File: src/rtl/dmem_arb_pkg.sv
// ---------------------------------------------------------------------------
// dmem_arb_pkg: shared types and constants for the data-memory arbiter. Rev 1.0
// ---------------------------------------------------------------------------
`default_nettype none

package dmem_arb_pkg;

  typedef enum logic [1:0] {
    CORE   = 2'd0,
    HOST   = 2'd1,
    HALTED = 2'd2
  } arb_state_t;

  localparam int STAT_WIDTH = 16;

  function automatic logic [STAT_WIDTH-1:0] stat_sat_inc(input logic [STAT_WIDTH-1:0] value);
    return (&value) ? value : value + STAT_WIDTH'(1);
  endfunction

endpackage

`default_nettype wire

File: src/rtl/dmem_arb_starve_cnt.sv
// ---------------------------------------------------------------------------
// dmem_arb_starve_cnt: saturating count of contended cycles seen by the host. Rev 1.0
// ---------------------------------------------------------------------------
`default_nettype none

module dmem_arb_starve_cnt #(
  parameter int STARVE_LIMIT = 4
) (
  input  logic clock,
  input  logic rstn,
  input  logic inc,
  input  logic clr,
  output logic limit_hit
);

  localparam int CNT_W = $clog2(STARVE_LIMIT + 1);
  localparam logic [CNT_W-1:0] CNT_MAX = CNT_W'(STARVE_LIMIT);

  logic [CNT_W-1:0] r_cnt;

  // Clear wins over increment so a grant in the same cycle restarts the count.
  always_ff @(posedge clock or negedge rstn) begin
    if (!rstn) begin
      r_cnt <= '0;
    end else if (clr) begin
      r_cnt <= '0;
    end else if (inc && (r_cnt != CNT_MAX)) begin
      r_cnt <= r_cnt + CNT_W'(1);
    end
  end

  assign limit_hit = (r_cnt == CNT_MAX);

endmodule

`default_nettype wire

File: src/rtl/dmem_arbiter.sv
// ---------------------------------------------------------------------------
// dmem_arbiter: core-priority data-memory arbiter with host slot, halt mode and
// optional statistics (macro DMEM_ARB_STATS_EN). Rev 1.0
// ---------------------------------------------------------------------------
`default_nettype none

module dmem_arbiter
  import dmem_arb_pkg::*;
#(
  parameter int DATA_WIDTH   = 32,
  parameter int ADDR_WIDTH   = 10,
  parameter int STARVE_LIMIT = 4
) (
  input  logic                  clock,
  input  logic                  rstn,
  input  logic                  core_req,
  input  logic                  core_we,
  input  logic [ADDR_WIDTH-1:0] core_addr,
  input  logic [DATA_WIDTH-1:0] core_wdata,
  output logic [DATA_WIDTH-1:0] core_rdata,
  output logic                  core_stall,
  input  logic                  host_req,
  input  logic                  host_we,
  input  logic [ADDR_WIDTH-1:0] host_addr,
  input  logic [DATA_WIDTH-1:0] host_wdata,
  input  logic                  host_halt,
  output logic                  host_ack,
  output logic [DATA_WIDTH-1:0] host_rdata,
  output logic                  host_halted,
  output logic                  mem_read,
  output logic                  mem_write,
  output logic [ADDR_WIDTH-1:0] mem_address,
  output logic [DATA_WIDTH-1:0] mem_wdata,
  input  logic [DATA_WIDTH-1:0] mem_rdata,
  output logic [STAT_WIDTH-1:0] stat_host_grants,
  output logic [STAT_WIDTH-1:0] stat_core_stalls
);

  arb_state_t r_state;
  arb_state_t w_state_next;

  logic w_host_sel;
  logic w_core_stall;
  logic w_host_ack;
  logic w_halted;
  logic w_limit_hit;
  logic w_starve_inc;
  logic w_starve_clr;

  always_ff @(posedge clock or negedge rstn) begin
    if (!rstn) begin
      r_state <= CORE;
    end else begin
      r_state <= w_state_next;
    end
  end

  always_comb begin
    w_state_next = r_state;
    w_host_sel   = 1'b0;
    w_core_stall = 1'b0;
    w_host_ack   = 1'b0;
    w_halted     = 1'b0;
    case (r_state)
      CORE: begin
        if (host_halt) begin
          w_state_next = HALTED;
        end else if (host_req && (!core_req || w_limit_hit)) begin
          w_state_next = HOST;
        end
      end
      HOST: begin
        w_host_sel   = 1'b1;
        w_host_ack   = host_req;
        w_core_stall = core_req;
        w_state_next = host_halt ? HALTED : CORE;
      end
      HALTED: begin
        w_host_sel   = 1'b1;
        w_host_ack   = host_req;
        w_core_stall = 1'b1;
        w_halted     = 1'b1;
        if (!host_halt) begin
          w_state_next = CORE;
        end
      end
      default: begin
        w_state_next = CORE;
      end
    endcase
  end

  assign w_starve_inc = (r_state == CORE) && host_req && core_req;
  assign w_starve_clr = !host_req || (r_state != CORE) || (w_state_next != CORE);

  dmem_arb_starve_cnt #(
    .STARVE_LIMIT (STARVE_LIMIT)
  ) u_starve_cnt (
    .clock     (clock),
    .rstn      (rstn),
    .inc       (w_starve_inc),
    .clr       (w_starve_clr),
    .limit_hit (w_limit_hit)
  );

  // Control outputs are forced quiet while reset is held so the memory never
  // sees a strobe from a core request that arrives during reset.
  assign mem_read    = rstn & (w_host_sel ? (host_req & ~host_we) : (core_req & ~core_we));
  assign mem_write   = rstn & (w_host_sel ? (host_req & host_we) : (core_req & core_we));
  assign mem_address = w_host_sel ? host_addr  : core_addr;
  assign mem_wdata   = w_host_sel ? host_wdata : core_wdata;
  assign core_stall  = rstn & w_core_stall;
  assign host_ack    = rstn & w_host_ack;
  assign host_halted = rstn & w_halted;
  assign core_rdata  = mem_rdata;
  assign host_rdata  = mem_rdata;

`ifdef DMEM_ARB_STATS_EN
  logic [STAT_WIDTH-1:0] r_host_grants;
  logic [STAT_WIDTH-1:0] r_core_stalls;

  always_ff @(posedge clock or negedge rstn) begin
    if (!rstn) begin
      r_host_grants <= '0;
      r_core_stalls <= '0;
    end else begin
      if (host_ack) begin
        r_host_grants <= stat_sat_inc(r_host_grants);
      end
      if (core_stall && core_req) begin
        r_core_stalls <= stat_sat_inc(r_core_stalls);
      end
    end
  end

  assign stat_host_grants = r_host_grants;
  assign stat_core_stalls = r_core_stalls;
`else
  assign stat_host_grants = '0;
  assign stat_core_stalls = '0;
`endif

endmodule

`default_nettype wire

File: config.mk
export PLATFORM = sky130hd
export DESIGN_NAME = dmem_arbiter
export DESIGN_NICKNAME = d
export VERILOG_FILES = /design/src/rtl/dmem_arb_pkg.sv /design/src/rtl/dmem_arb_starve_cnt.sv /design/src/rtl/dmem_arbiter.sv
export SDC_FILE = /design/constraint.sdc
export NUM_CORES = 1
export LEC_CHECK = 0
export ABC_AREA = 0
export BUFFER_PORTS_ARGS = -buffer_cell sky130_fd_sc_hd__buf_2
export CORE_AREA = 3 3 102 104
export DETAILED_ROUTE_END_ITERATION = 6
export DIE_AREA = 0 0 105 107
export SLEW_MARGIN = 10
export SYNTH_ARGS = -nofsm -noshare
export SYNTH_HDL_FRONTEND = slang
export SYNTH_SLANG_ARGS = --single-unit
File: constraint.sdc
create_clock -name clock -period 5.64 [get_ports clock]
set_clock_uncertainty 0.1 [all_clocks]
set_input_delay 1.41 -clock clock [delete_from_list [all_inputs] [get_ports clock]]
set_output_delay 1.41 -clock clock [all_outputs]
set_load 0.01 [all_outputs]
# Word level (Yosys, flattened, before mapping)
# Cells that the tools add are included.
dict set report classes {
  add_sub_neg 1
  eq_ne 4
  n_mux 15
  bitwise 11
  n_reduce_logical 14
}
# cell count
set ops {}
lappend ops {{32-bit two-way mux} 1}
lappend ops {{10-bit two-way mux} 1}
lappend ops {{1-bit bitwise AND} 9}
lappend ops {{2-bit two-way mux} 4}
lappend ops {{3-bit two-way mux} 2}
lappend ops {{2-bit case mux with 3 select lines} 1}
lappend ops {{2-bit nonzero test} 3}
lappend ops {{1-bit two-way mux} 5}
lappend ops {{1-bit logical AND} 4}
lappend ops {{3-bit by 1-bit adder with 3-bit output, second input constant} 1}
lappend ops {{3-bit equality test, second input constant} 1}
lappend ops {{1-bit logical OR} 3}
lappend ops {{3-bit != test, second input constant} 1}
lappend ops {{2-bit by 1-bit equality test with 1-bit output, second input constant} 1}
lappend ops {{2-bit equality test, second input constant} 1}
lappend ops {{1-bit logical NOT} 2}
lappend ops {{2-bit logical NOT} 1}
lappend ops {{1-bit NOT} 2}
lappend ops {{1-bit case mux with 2 select lines} 1}
lappend ops {{2-bit OR reduction} 1}
dict set report totals {
  register_bits 5
  inputBits 123
  out_inout_bits 143
  elab_cells 47
}

# Longest topological paths before layout
# Gate-level depths: netlist of run 1.
dict set report depth {
  word_depth 9
  ltp_mapped 6
}

# Hierarchy
# Synthesis of run 1 repeated with hierarchy kept, for this count alone.
dict set report hier_totals {
  cells_unflattened 196
  hier_area_um2 1674.1
}
# mod instances cells_per_inst area_each_um2
set by_module_without_submodules {}
lappend by_module_without_submodules {dmem_arbiter 1 178 1481.4}
lappend by_module_without_submodules {dmem_arb_starve_cnt 1 18 192.7}

# Worst setup path after synthesis of run 1
# OpenSTA, ideal clock, no wires.
dict set report synth_timing {
  kind {input to output}
  from {in core_req}
  to {out mem_write}
  arrival_ps 1916
  required_time_ps 4130
  setup_slack_ps 2214
  path_stages 3
  n_path_buf 0
  cell_sequence {or2b_1 -> o21ai_0 -> and2_1}
}
dict set report synth_via {
  elab_chain_cells 3
}
# element line_no
set synth_rtl {}
lappend synth_rtl {{start, declared} dmem_arbiter.sv:16} ;# input logic core_req,
lappend synth_rtl {{1-bit bitwise AND} dmem_arbiter.sv:109} ;# assign mem_write = rstn & (w_host_sel ? (host_req & host_we) : (core_req & core_we));
lappend synth_rtl {{1-bit two-way mux} dmem_arbiter.sv:109}
lappend synth_rtl {{1-bit bitwise AND} dmem_arbiter.sv:109}
lappend synth_rtl {{end, declared} dmem_arbiter.sv:31} ;# output logic mem_write,
# No other way between the ends.

# Worst setup path after layout of run 1
dict set report layout_timing {
  from {reg r_state[0]}
  to {out mem_wdata[31]}
}
dict set report layout_via {
  elab_chain_cells 4
  elab_cells_between_ends 5
}
# element line_no
set layout_rtl {}
lappend layout_rtl {{start, declared} dmem_arbiter.sv:39} ;# arb_state_t r_state;
lappend layout_rtl {{start signal, assigned} dmem_arbiter.sv:54} ;# r_state <= w_state_next;
lappend layout_rtl {{2-bit equality test / 2-bit by 1-bit equality test with 1-bit output (equally long branches)} dmem_arbiter.sv:64} ;# case (r_state)
lappend layout_rtl {{2-bit OR reduction (no line) *} n/a}
lappend layout_rtl {{1-bit two-way mux *} dmem_arbiter.sv:64}
lappend layout_rtl {{32-bit two-way mux *} dmem_arbiter.sv:111} ;# assign mem_wdata = w_host_sel ? host_wdata : core_wdata;
lappend layout_rtl {{end, declared} dmem_arbiter.sv:33} ;# output logic [DATA_WIDTH-1:0] mem_wdata,
# Mark *: on every way between the ends. The rest lies on a longest branch, timed or not.

==> impl_metrics.tcl, run 1 <==
set metrics [dict create \
    die_area_sq_mm 0.0112 \
    cts_hold_buf 0 \
    worst-path-max-fanout 46 \
    detail_route.vias_per_cell 3.55 \
    die_width_microns 105 \
    final_layout_size_suffix_gt1_share_pct 71.7 \
    largest_net_degree_at_the_start_of_global_routing 47 \
    final_nets 395 \
    pre_cts_slack_ps 1920 \
    fin_tns_setup_ps 0 \
    maxCapViolations 0 \
    cts_resized 0 \
    hold_viol_final 0 \
    finalWirelength_mm 4.97 \
    timing.max_slew.rel_slack_pct 31.2 \
    cts_tree "yes" \
    post-cts-setup-buffer-count 0 \
    synth.avg_cell_area_sq_um 8.64 \
    postSynthRegisterBits 5 \
    overall_global_routing_usage_pct 7.81 \
    clock_sink_count 5 \
    grt_pass1_vias 1380 \
    initial_standard_cell_utilization_of_the_core_pct 17.4 \
    setup-violations-final 0 \
    placed_cell_area_sq_mm 0.00190 \
    area_of_the_mapped_netlist_sq_mm 0.00168 \
    yosys.cell_count.top_type "sky130_fd_sc_hd__buf_4" \
    post-route-drc-count 0 \
    cp.arrival_ps 2390 \
    numCtsBuffers 3 \
    area_delta_synth_final_pct 16.1 \
    async_reset_ff_share_pct 100 \
    globalplace.congestion 0.739 \
    outcome "finished, final reports clean" \
    die_y_microns 107 \
    total_of_warnings_raised_by_yosys 0 \
    number_of_antenna_diodes 0 \
    worst_pin_slew_ps 1030 \
    portBuffers 137 \
    cp_data_required_time_ps 4130 \
    cell_count_after_synthesis 194 \
    grt_antenna_before_repair 0 \
    vias 1414 \
    cts_htree_levels 1 \
    hpwl_mm 4.32 \
    largest_voltage_drop_on_the_vdd_net_mv 0.172 \
    coreArea_sq_mm 0.00964 \
    postRouteAntennaNets 0 \
    netlist-cell-type-count 28 \
    period_share_pct 69.1 \
    cts_max_path_buffers 2 \
    synth_sequential_area_ratio_pct 7.47 \
    crit_path_start_kind "flip-flop" \
    maxSlewViolCount 0 \
    finalWorstSetupSlack_ps 1740 \
    power.static_leakage_nw 1.05 \
    crit_path_end_kind "output port" \
    first_iter_violations 37 \
    power_uw 679 \
    design.portCount 266 \
    clk-insertion-delay-late_ps 220 \
    min_period_ps 3900 \
    rsz0062_at_grt "no" \
    synth-main-ff-cell "sky130_fd_sc_hd__dfrtp_1" \
    synth_top_area_cell "sky130_fd_sc_hd__buf_4" \
    placementRows 36 \
    synth_top_cells_by_area "sky130_fd_sc_hd__buf_4 (43%), sky130_fd_sc_hd__mux2_2 (28%), sky130_fd_sc_hd__dfrtp_1 (7.5%)" \
    fin_hold_ws_ps 481 \
    path_clk_slew_ps 40 \
    hold_path_class "flip-flop to flip-flop" \
    synth_edf_count 0 \
    drt_pre_antenna_iters 4 \
    fmax_ghz 0.256 \
    finalInstanceArea_sq_mm 0.00195 \
    grt_first_pass_wirelength_mm 6.86 \
    routed_wire_length_per_instance_microns 12.5 \
    grt_remaining_overflow 0 \
    area_share_of_the_leading_cell_type_in_the_synthesized_netlist_pct 43.0 \
    power-per-cell-area_mw_per_mm2 349 \
    critical_path_class "flip-flop to output port" \
    synth_commonest_cells "sky130_fd_sc_hd__buf_4 (96), sky130_fd_sc_hd__mux2_2 (42), sky130_fd_sc_hd__inv_1 (7)" \
    cts-root-buf "sky130_fd_sc_hd__clkbuf_8" \
]
-- registers in the layout, summed over array words and instances (netlist names) --
register / cells
u_starve_cnt.r_cnt: 3
r_state: 2
-- through the flow --
step | cells | utilization (%)
detailed placement | 394 | 19.7
finish | 398 | 20.2
floorplan | 225 | -
global route | 398 | 20.2
CTS | 398 | 20.2
global placement | 394 | 19.7
-- critical path: stages, from the launching register on --
cell	delay, ps
sky130_fd_sc_hd__dfrtp_1	430
sky130_fd_sc_hd__inv_1	90
sky130_fd_sc_hd__ha_2	1000
sky130_fd_sc_hd__mux2_2	440
sky130_fd_sc_hd__buf_2	150
-- path summary, 6_finish.rpt --
kind                                                    from                                 to  slack, ps  depth (start not counted)
max                                     r_state[0]$_DFF_PN0_                      mem_wdata[31]       1740                          4
min                        u_starve_cnt.r_cnt[1]$_DFFE_PN0P_  u_starve_cnt.r_cnt[1]$_DFFE_PN0P_        480                          2
max reg2reg                             r_state[0]$_DFF_PN0_  u_starve_cnt.r_cnt[1]$_DFFE_PN0P_       3900                          6
min reg2reg                u_starve_cnt.r_cnt[1]$_DFFE_PN0P_  u_starve_cnt.r_cnt[1]$_DFFE_PN0P_        480                          2
max in group asynchronous                               rstn  u_starve_cnt.r_cnt[1]$_DFFE_PN0P_       4330                          1
min in group asynchronous                               rstn  u_starve_cnt.r_cnt[2]$_DFFE_PN0P_        930                          1
-- cells in the final DEF (no fill, tap or decap), drive strengths merged --
cell type and count:
a21oi 4, buf 137, a21o 1, conb 32, dfrtp 5, ha 6
xnor2 1, a211oi 1, nand2 6, a2111oi 1, a21boi 1, mux2 42
o22ai 1, clkbuf 4, nand3 1, nor2 2, and2 3, nor4 2
o21ai 2, mux2i 1, and3 1, nor3 1, nand2b 1, inv 7
a21bo 1, or2b 1
-- kinds of logic after synthesis --
group / after synthesis / synth area share [%]
XOR/XNOR: 1 / 0.523
flip-flops: 5 / 7.47
other: 1 / 0.224
AND/OR/NAND/NOR: 18 / 5.75
buffers and inverters: 108 / 46.1
multiplexers: 43 / 28.8
adder cells (fa/ha/maj): 6 / 4.48
AO/OA/AOI/OAI: 12 / 6.65
-- power by group --
group | leakage (nW) | switching (mW) | total (mW) | internal [mW]
clock network | 0.0228 | 0.0195 | 0.0682 | 0.0487
logic | 0.963 | 0.280 | 0.559 | 0.279
registers | 0.0675 | 0.00914 | 0.0516 | 0.0425
total | 1.05 | 0.308 | 0.679 | 0.370
-- layer usage --
layer / vias up / global-route usage (%) / part of all wire [%]
li1: 651 / - / -
met1: 617 / 8.78 / 37
met2: 116 / 12.6 / 47
met3: 30 / 2.59 / 12
met4: 0 / 5.06 / 5.3
met5: - / 0 / 0
-- layout make-up --
cell class              instances  area (sq um)
fillers                      1100          7690
multi-input cells             112           897
repair buffers                137           686
well taps                     133           166
flip-flops and latches          5           125
clock buffers                   4          45.0
inverters                       7          26.3
Note: power is estimated with default switching activity, not from simulation.
==> run 2, diff against run 1 <==
CORE_AREA = 3 3 101 103   (was 3 3 102 104)
DIE_AREA = 0 0 104 106   (was 0 0 105 107)
clock period = 3.9 ns   (was 5.64 ns; I/O delays follow)
==> run 2 against run 1 <==
  * Count of clock-buffer cells in the layout unchanged
  * Power increased by 45%
  * Register-to-register slack got worse by 1800 ps
  * Worst setup slack got worse by 1300 ps
  * Sequential power increased by 46%
  * Die area decreased by 1.9%
  * Combinational power increased by 45%
  * Cell count decreased by 0.50%
  * Sequential share of layout area about the same
  * Via count increased by 0.28%
  * Utilization increased by 0.88 points
  * Critical endpoint is now mem_wdata[4]
  * Largest cell class unchanged
==> impl_metrics.tcl, run 2 (synthesized netlist as in run 1, its figures left out) <==
set metrics [dict create \
    outcome "finished, final reports clean" \
    cts_tree "yes" \
    die_area_sq_mm 0.0110 \
    cts_resized 0 \
    die_y_microns 106 \
    finalNonFillerCells 396 \
    cts_max_path_buffers 2 \
    globalplace.congestion 0.651 \
    dr_wl_met2_mm 2.33 \
    portBuffers 137 \
    hpwl_mm 4.40 \
    power.static_leakage_nw 1.06 \
    cts-root-buf "sky130_fd_sc_hd__clkbuf_8" \
    final_layout_size_suffix_gt1_share_pct 71.9 \
    min_period_ps 3430 \
    critical_path_class "flip-flop to output port" \
    worst-path-max-fanout 32 \
    clk-insertion-delay-late_ps 220 \
    cp_data_required_time_ps 2820 \
    number_of_antenna_diodes 0 \
    leading_cell_type_in_the_layout_fill_and_taps_excluded "sky130_fd_sc_hd__buf_2" \
    design.portCount 266 \
    largest_voltage_drop_on_the_vdd_net_mv 0.226 \
    first_iter_violations 43 \
    fmax_ghz 0.292 \
    crit_path_start_kind "flip-flop" \
    met1_length_mm 1.71 \
    rr_startpoint "r_state[0]$_DFF_PN0_" \
    numCtsBuffers 3 \
    maxCapViolations 0 \
    hold_depth 2 \
    placementRows 35 \
    finalWirelength_mm 5.04 \
    maxSlewViolCount 0 \
    hold_viol_final 0 \
    grt_remaining_overflow 0 \
    largest_reg_flops 3 \
    area_delta_synth_final_pct 16.7 \
    rsz0062_at_grt "no" \
    most_frequent_cells_in_the_layout "sky130_fd_sc_hd__buf_2 (137), sky130_fd_sc_hd__mux2_2 (42), sky130_fd_sc_hd__conb_1 (32)" \
    post-cts-setup-buffer-count 0 \
    fin_tns_setup_ps 0 \
    power-per-cell-area_mw_per_mm2 503 \
    worst_r2r_path_depth 6 \
    final_nets 397 \
    largest_net_degree_at_the_start_of_global_routing 33 \
    initial_standard_cell_utilization_of_the_core_pct 18.0 \
    coreArea_sq_mm 0.00928 \
    highest_layer "met5" \
    period_share_pct 87.9 \
    setup.reg_to_reg.worst_slack_ps 2130 \
    timing.max_slew.rel_slack_pct 51.4 \
    detail_route.vias_per_cell 3.58 \
    grt_first_pass_wirelength_mm 7.08 \
    fillers 1066 \
    cp.arrival_ps 2350 \
    hold_path_class "flip-flop to flip-flop" \
    die_width_microns 104 \
    post-route-drc-count 0 \
    routed_wire_length_per_instance_microns 12.7 \
    final_standard_cell_utilization_of_the_core_pct 21.1 \
    setup-violations-final 0 \
    path_clk_slew_ps 40 \
    holdCritStartpoint "u_starve_cnt.r_cnt[1]$_DFFE_PN0P_" \
    grt_antenna_before_repair 1 \
    grt_pass1_vias 1406 \
    reg_top3 "u_starve_cnt.r_cnt x3, r_state x2" \
    cts_hold_buf 0 \
    overall_global_routing_usage_pct 7.98 \
    cts_htree_levels 1 \
    worst_pin_slew_ps 730 \
    postRouteAntennaNets 0 \
    drt_pre_antenna_iters 4 \
    max_flop_register "u_starve_cnt.r_cnt" \
    timing.hold.worst_endpoint "u_starve_cnt.r_cnt[1]$_DFFE_PN0P_" \
    place_inst 392 \
    clock_sink_count 5 \
    rr_endpoint "u_starve_cnt.r_cnt[1]$_DFFE_PN0P_" \
    vias 1418 \
    detailroute.wirelength.met3_microns 648 \
    crit_path_end_kind "output port" \
]
[run 2: cell count changes in the layout (fill, tap and decap cells not counted), sizes merged]
cell,previous run,this run
buf,137,139
[run 2: worst max path at each step]
stage,from,endpoint,slack (ps),cells past startpoint
2_1_floorplan,r_state[0]$_DFF_PN0_,mem_address[1],1340,5
3_3_place_gp,r_state[1]$_DFF_PN0_,mem_wdata[10],740,5
3_5_place_dp,r_state[1]$_DFF_PN0_,mem_wdata[10],630,5
4_1_cts,r_state[1]$_DFF_PN0_,mem_wdata[10],390,5
5_1_grt,r_state[0]$_DFF_PN0_,mem_wdata[10],280,5
6_report,r_state[1]$_DFF_PN0_,mem_wdata[4],470,5
[run 2: through the flow]
stage | power [mW] | instance area [sq um] | setup slack, ps | hold WS, ps
floorplan | 0.707 | 1790 | 1340 | 444
global placement | 0.886 | 1910 | 740 | 475
detailed placement | 0.900 | 1910 | 634 | 477
CTS | 1.00 | 1960 | 393 | 482
global route | 1.07 | 1960 | 283 | 500
finish | 0.984 | 1960 | 470 | 475
[run 2: final cells by class]
| cell class | instances | area [sq um] | share of cell area (%) |
|---|---|---|---|
| Sequential cell | 5 | 125 | 6.40 |
| Timing Repair Buffer | 139 | 701 | 35.8 |
| Inverter | 7 | 26.3 | 1.34 |
| Clock buffer | 4 | 45.0 | 2.30 |
| Tap cell | 129 | 161 | 8.25 |
| Multi-Input combinational cell | 112 | 897 | 45.9 |
[run 2: report_power, final]
part           internal (mW)  switching (mW)  leakage, nW  total [mW]
sequential            0.0614          0.0136       0.0675      0.0751
clock                 0.0703          0.0262       0.0228      0.0965
combinational          0.415           0.397        0.973       0.812
total                  0.547           0.437         1.06       0.984
[run 2: critical path: stages, from the launching register on]
cell	delay, ps
sky130_fd_sc_hd__dfrtp_1	420
sky130_fd_sc_hd__inv_1	90
sky130_fd_sc_hd__ha_2	800
sky130_fd_sc_hd__buf_4	310
sky130_fd_sc_hd__mux2_2	350
sky130_fd_sc_hd__buf_2	140
[run 2: per-layer routing]
metal | up-vias | global-route usage, %
li1 | 657 | -
met1 | 606 | 8.42
met2 | 107 | 12.8
met3 | 46 | 3.22
met4 | 2 | 5.98
met5 | - | 0
==> run 3, diff against run 2 <==
PLACE_DENSITY = 0.57   (was default)
==> run 3 against run 2 <==
  * Routed wire length is 2.6% lower
  * Via count down 1.1%
  * Design area is 0.26% higher
  * Largest cell class unchanged
  * Flip-flop and latch count unchanged
  * Critical path depth is the same
  * Die area did not move
  * Worst hold slack improved by 13 ps
  * Sequential share of layout area is essentially flat
  * Sequential power decreased by 2%
  * Count of clock-buffer cells in the layout is the same
  * Non-clock buffer count down 1
  * Critical path type unchanged
  * First-iteration DRC count fell by 9.3%
==> impl_metrics.tcl, run 3 (synthesized netlist as in run 1, its figures left out) <==
set metrics [dict create \
    outcome "finished, final reports clean" \
    die_area_sq_mm 0.0110 \
    critical_path.endpoint "mem_wdata[15]" \
    die_y_microns 106 \
    portBuffers 137 \
    finalWirelength_mm 4.90 \
    critical_path_class "flip-flop to output port" \
    final_layout_size_suffix_gt1_share_pct 71.8 \
    finalInstanceArea_sq_mm 0.00196 \
    fin_hold_ws_ps 488 \
    post-cts-setup-buffer-count 0 \
    cp.arrival_ps 2220 \
    design.portCount 266 \
    globalplace.congestion 0.620 \
    final_standard_cell_utilization_of_the_core_pct 21.1 \
    leading_cell_type_in_the_layout_fill_and_taps_excluded "sky130_fd_sc_hd__buf_2" \
    timing.max_slew.rel_slack_pct 62.6 \
    p_int_uw 554 \
    fin_tns_setup_ps 0 \
    final_nets 396 \
    post-route-drc-count 0 \
    most_frequent_cells_in_the_layout "sky130_fd_sc_hd__buf_2 (137), sky130_fd_sc_hd__mux2_2 (42), sky130_fd_sc_hd__conb_1 (32)" \
    place_inst 391 \
    cts_tree "yes" \
    setup.reg_to_reg.worst_slack_ps 2180 \
    grt_remaining_overflow 0 \
    path_clk_slew_ps 30 \
    numCtsBuffers 3 \
    path_depth 5 \
    area_delta_synth_final_pct 17.0 \
    reg_top3 "u_starve_cnt.r_cnt x3, r_state x2" \
    power.clock.fraction_pct 9.5 \
    hpwl_mm 4.31 \
    postRouteAntennaNets 0 \
    crit_path_start_kind "flip-flop" \
    worst_r2r_path_depth 6 \
    rr_endpoint "u_starve_cnt.r_cnt[1]$_DFFE_PN0P_" \
    placementRows 35 \
    clk-insertion-delay-late_ps 220 \
    seq_area_sq_um 125 \
    max_flop_register "u_starve_cnt.r_cnt" \
    clock_sink_count 5 \
    initial_standard_cell_utilization_of_the_core_pct 18.0 \
    drt_pre_antenna_iters 2 \
    hold_viol_final 0 \
    rsz0062_at_grt "no" \
    maxSlewViolCount 0 \
    share_of_total_power_consumed_by_net_switching_pct 44.1 \
    largest_voltage_drop_on_the_vdd_net_mv 0.137 \
    pre_cts_slack_ps 783 \
    worst-path-max-fanout 24 \
    slowest_stage "sky130_fd_sc_hd__ha_2" \
    largest_reg_flops 3 \
    cts_htree_levels 1 \
    seq_power_share_pct 7.4 \
    routed_wire_length_per_instance_microns 12.4 \
    cts_resized 0 \
    largest_net_degree_at_the_start_of_global_routing 25 \
    vias 1402 \
    max_stage_delay_ps 700 \
    power-per-cell-area_mw_per_mm2 505 \
    multi_input_area_sq_um 897 \
    detail_route.vias_per_cell 3.55 \
    fillers 1053 \
    maxCapViolations 0 \
    number_of_antenna_diodes 0 \
    grt_antenna_before_repair 0 \
    placed_cell_area_sq_mm 0.00192 \
    timing.critical_path.from "r_state[1]$_DFF_PN0_" \
    cp_data_required_time_ps 2820 \
    cts_hold_buf 0 \
    period_share_pct 84.5 \
    min_period_ps 3290 \
    fmax_ghz 0.304 \
    count_of_buffer_and_inverter_cells_on_the_critical_path 3 \
    crit_path_end_kind "output port" \
    coreArea_sq_mm 0.00928 \
    rr_startpoint "r_state[0]$_DFF_PN0_" \
    finalWorstSetupSlack_ps 606 \
    power.static_leakage_nw 1.06 \
    worst_path_dominant_cell_family "adder cells" \
    die_width_microns 104 \
    cts-root-buf "sky130_fd_sc_hd__clkbuf_8" \
    comb_power_share_pct 83.0 \
    setup-violations-final 0 \
    worstPathCellList "inv_1 > ha_2 > buf_12 > mux2_2 > buf_2" \
    power_uw 990 \
    grt_pass1_vias 1362 \
    finalNonFillerCells 395 \
    hold_path_class "input pin to asynchronous set/reset pin" \
    grt_first_pass_wirelength_mm 6.71 \
    switching_power_uw 436 \
    worst_pin_slew_ps 561 \
    first_iter_violations 39 \
    cts_max_path_buffers 2 \
    overall_global_routing_usage_pct 7.53 \
]
[run 3: cell count changes in the layout (fill, tap and decap cells not counted), sizes merged]
cell,change
buf,-1
[run 3: layer usage]
layer	wire, microns	track usage (%)
met5	0	0
met4	236	4.84
met3	710	3.70
met2	2530	14.0
met1	1430	6.36
[run 3: how the worst min path moves through the flow]
stage | startpoint | end
final | rstn | u_starve_cnt.r_cnt[1]$_DFFE_PN0P_
after global routing | rstn | u_starve_cnt.r_cnt[1]$_DFFE_PN0P_
after CTS | u_starve_cnt.r_cnt[1]$_DFFE_PN0P_ | u_starve_cnt.r_cnt[1]$_DFFE_PN0P_
after detailed placement | u_starve_cnt.r_cnt[1]$_DFFE_PN0P_ | u_starve_cnt.r_cnt[1]$_DFFE_PN0P_
after global placement | u_starve_cnt.r_cnt[1]$_DFFE_PN0P_ | u_starve_cnt.r_cnt[1]$_DFFE_PN0P_
after floorplan | u_starve_cnt.r_cnt[1]$_DFFE_PN0P_ | u_starve_cnt.r_cnt[1]$_DFFE_PN0P_
[run 3: power by group through the flow]
stage	Combinational (mW)	Sequential (mW)	Clock, mW
final	0.822	0.0737	0.0943
after global routing	0.897	0.0763	0.101
after CTS	0.844	0.0739	0.0967
after detailed placement	0.840	0.0744	0
after global placement	0.825	0.0731	0
after floorplan	0.635	0.0719	0
[run 3: area by class of cell]
cell class                      instances  share of cell area, %
Multi-Input combinational cell        112                   45.8
Clock buffer                            4                   2.30
Timing Repair Buffer                  138                   36.0
Tap cell                              129                   8.23
Sequential cell                         5                   6.38
Inverter                                7                   1.34
[run 3: worst register-to-register path, stage by stage (launching register included)]
cell and delay [ps]:
sky130_fd_sc_hd__dfrtp_1 410, sky130_fd_sc_hd__inv_1 80, sky130_fd_sc_hd__ha_1 250, sky130_fd_sc_hd__a21o_1 180, sky130_fd_sc_hd__a21oi_2 180, sky130_fd_sc_hd__a211oi_4 80, sky130_fd_sc_hd__a2111oi_2 330
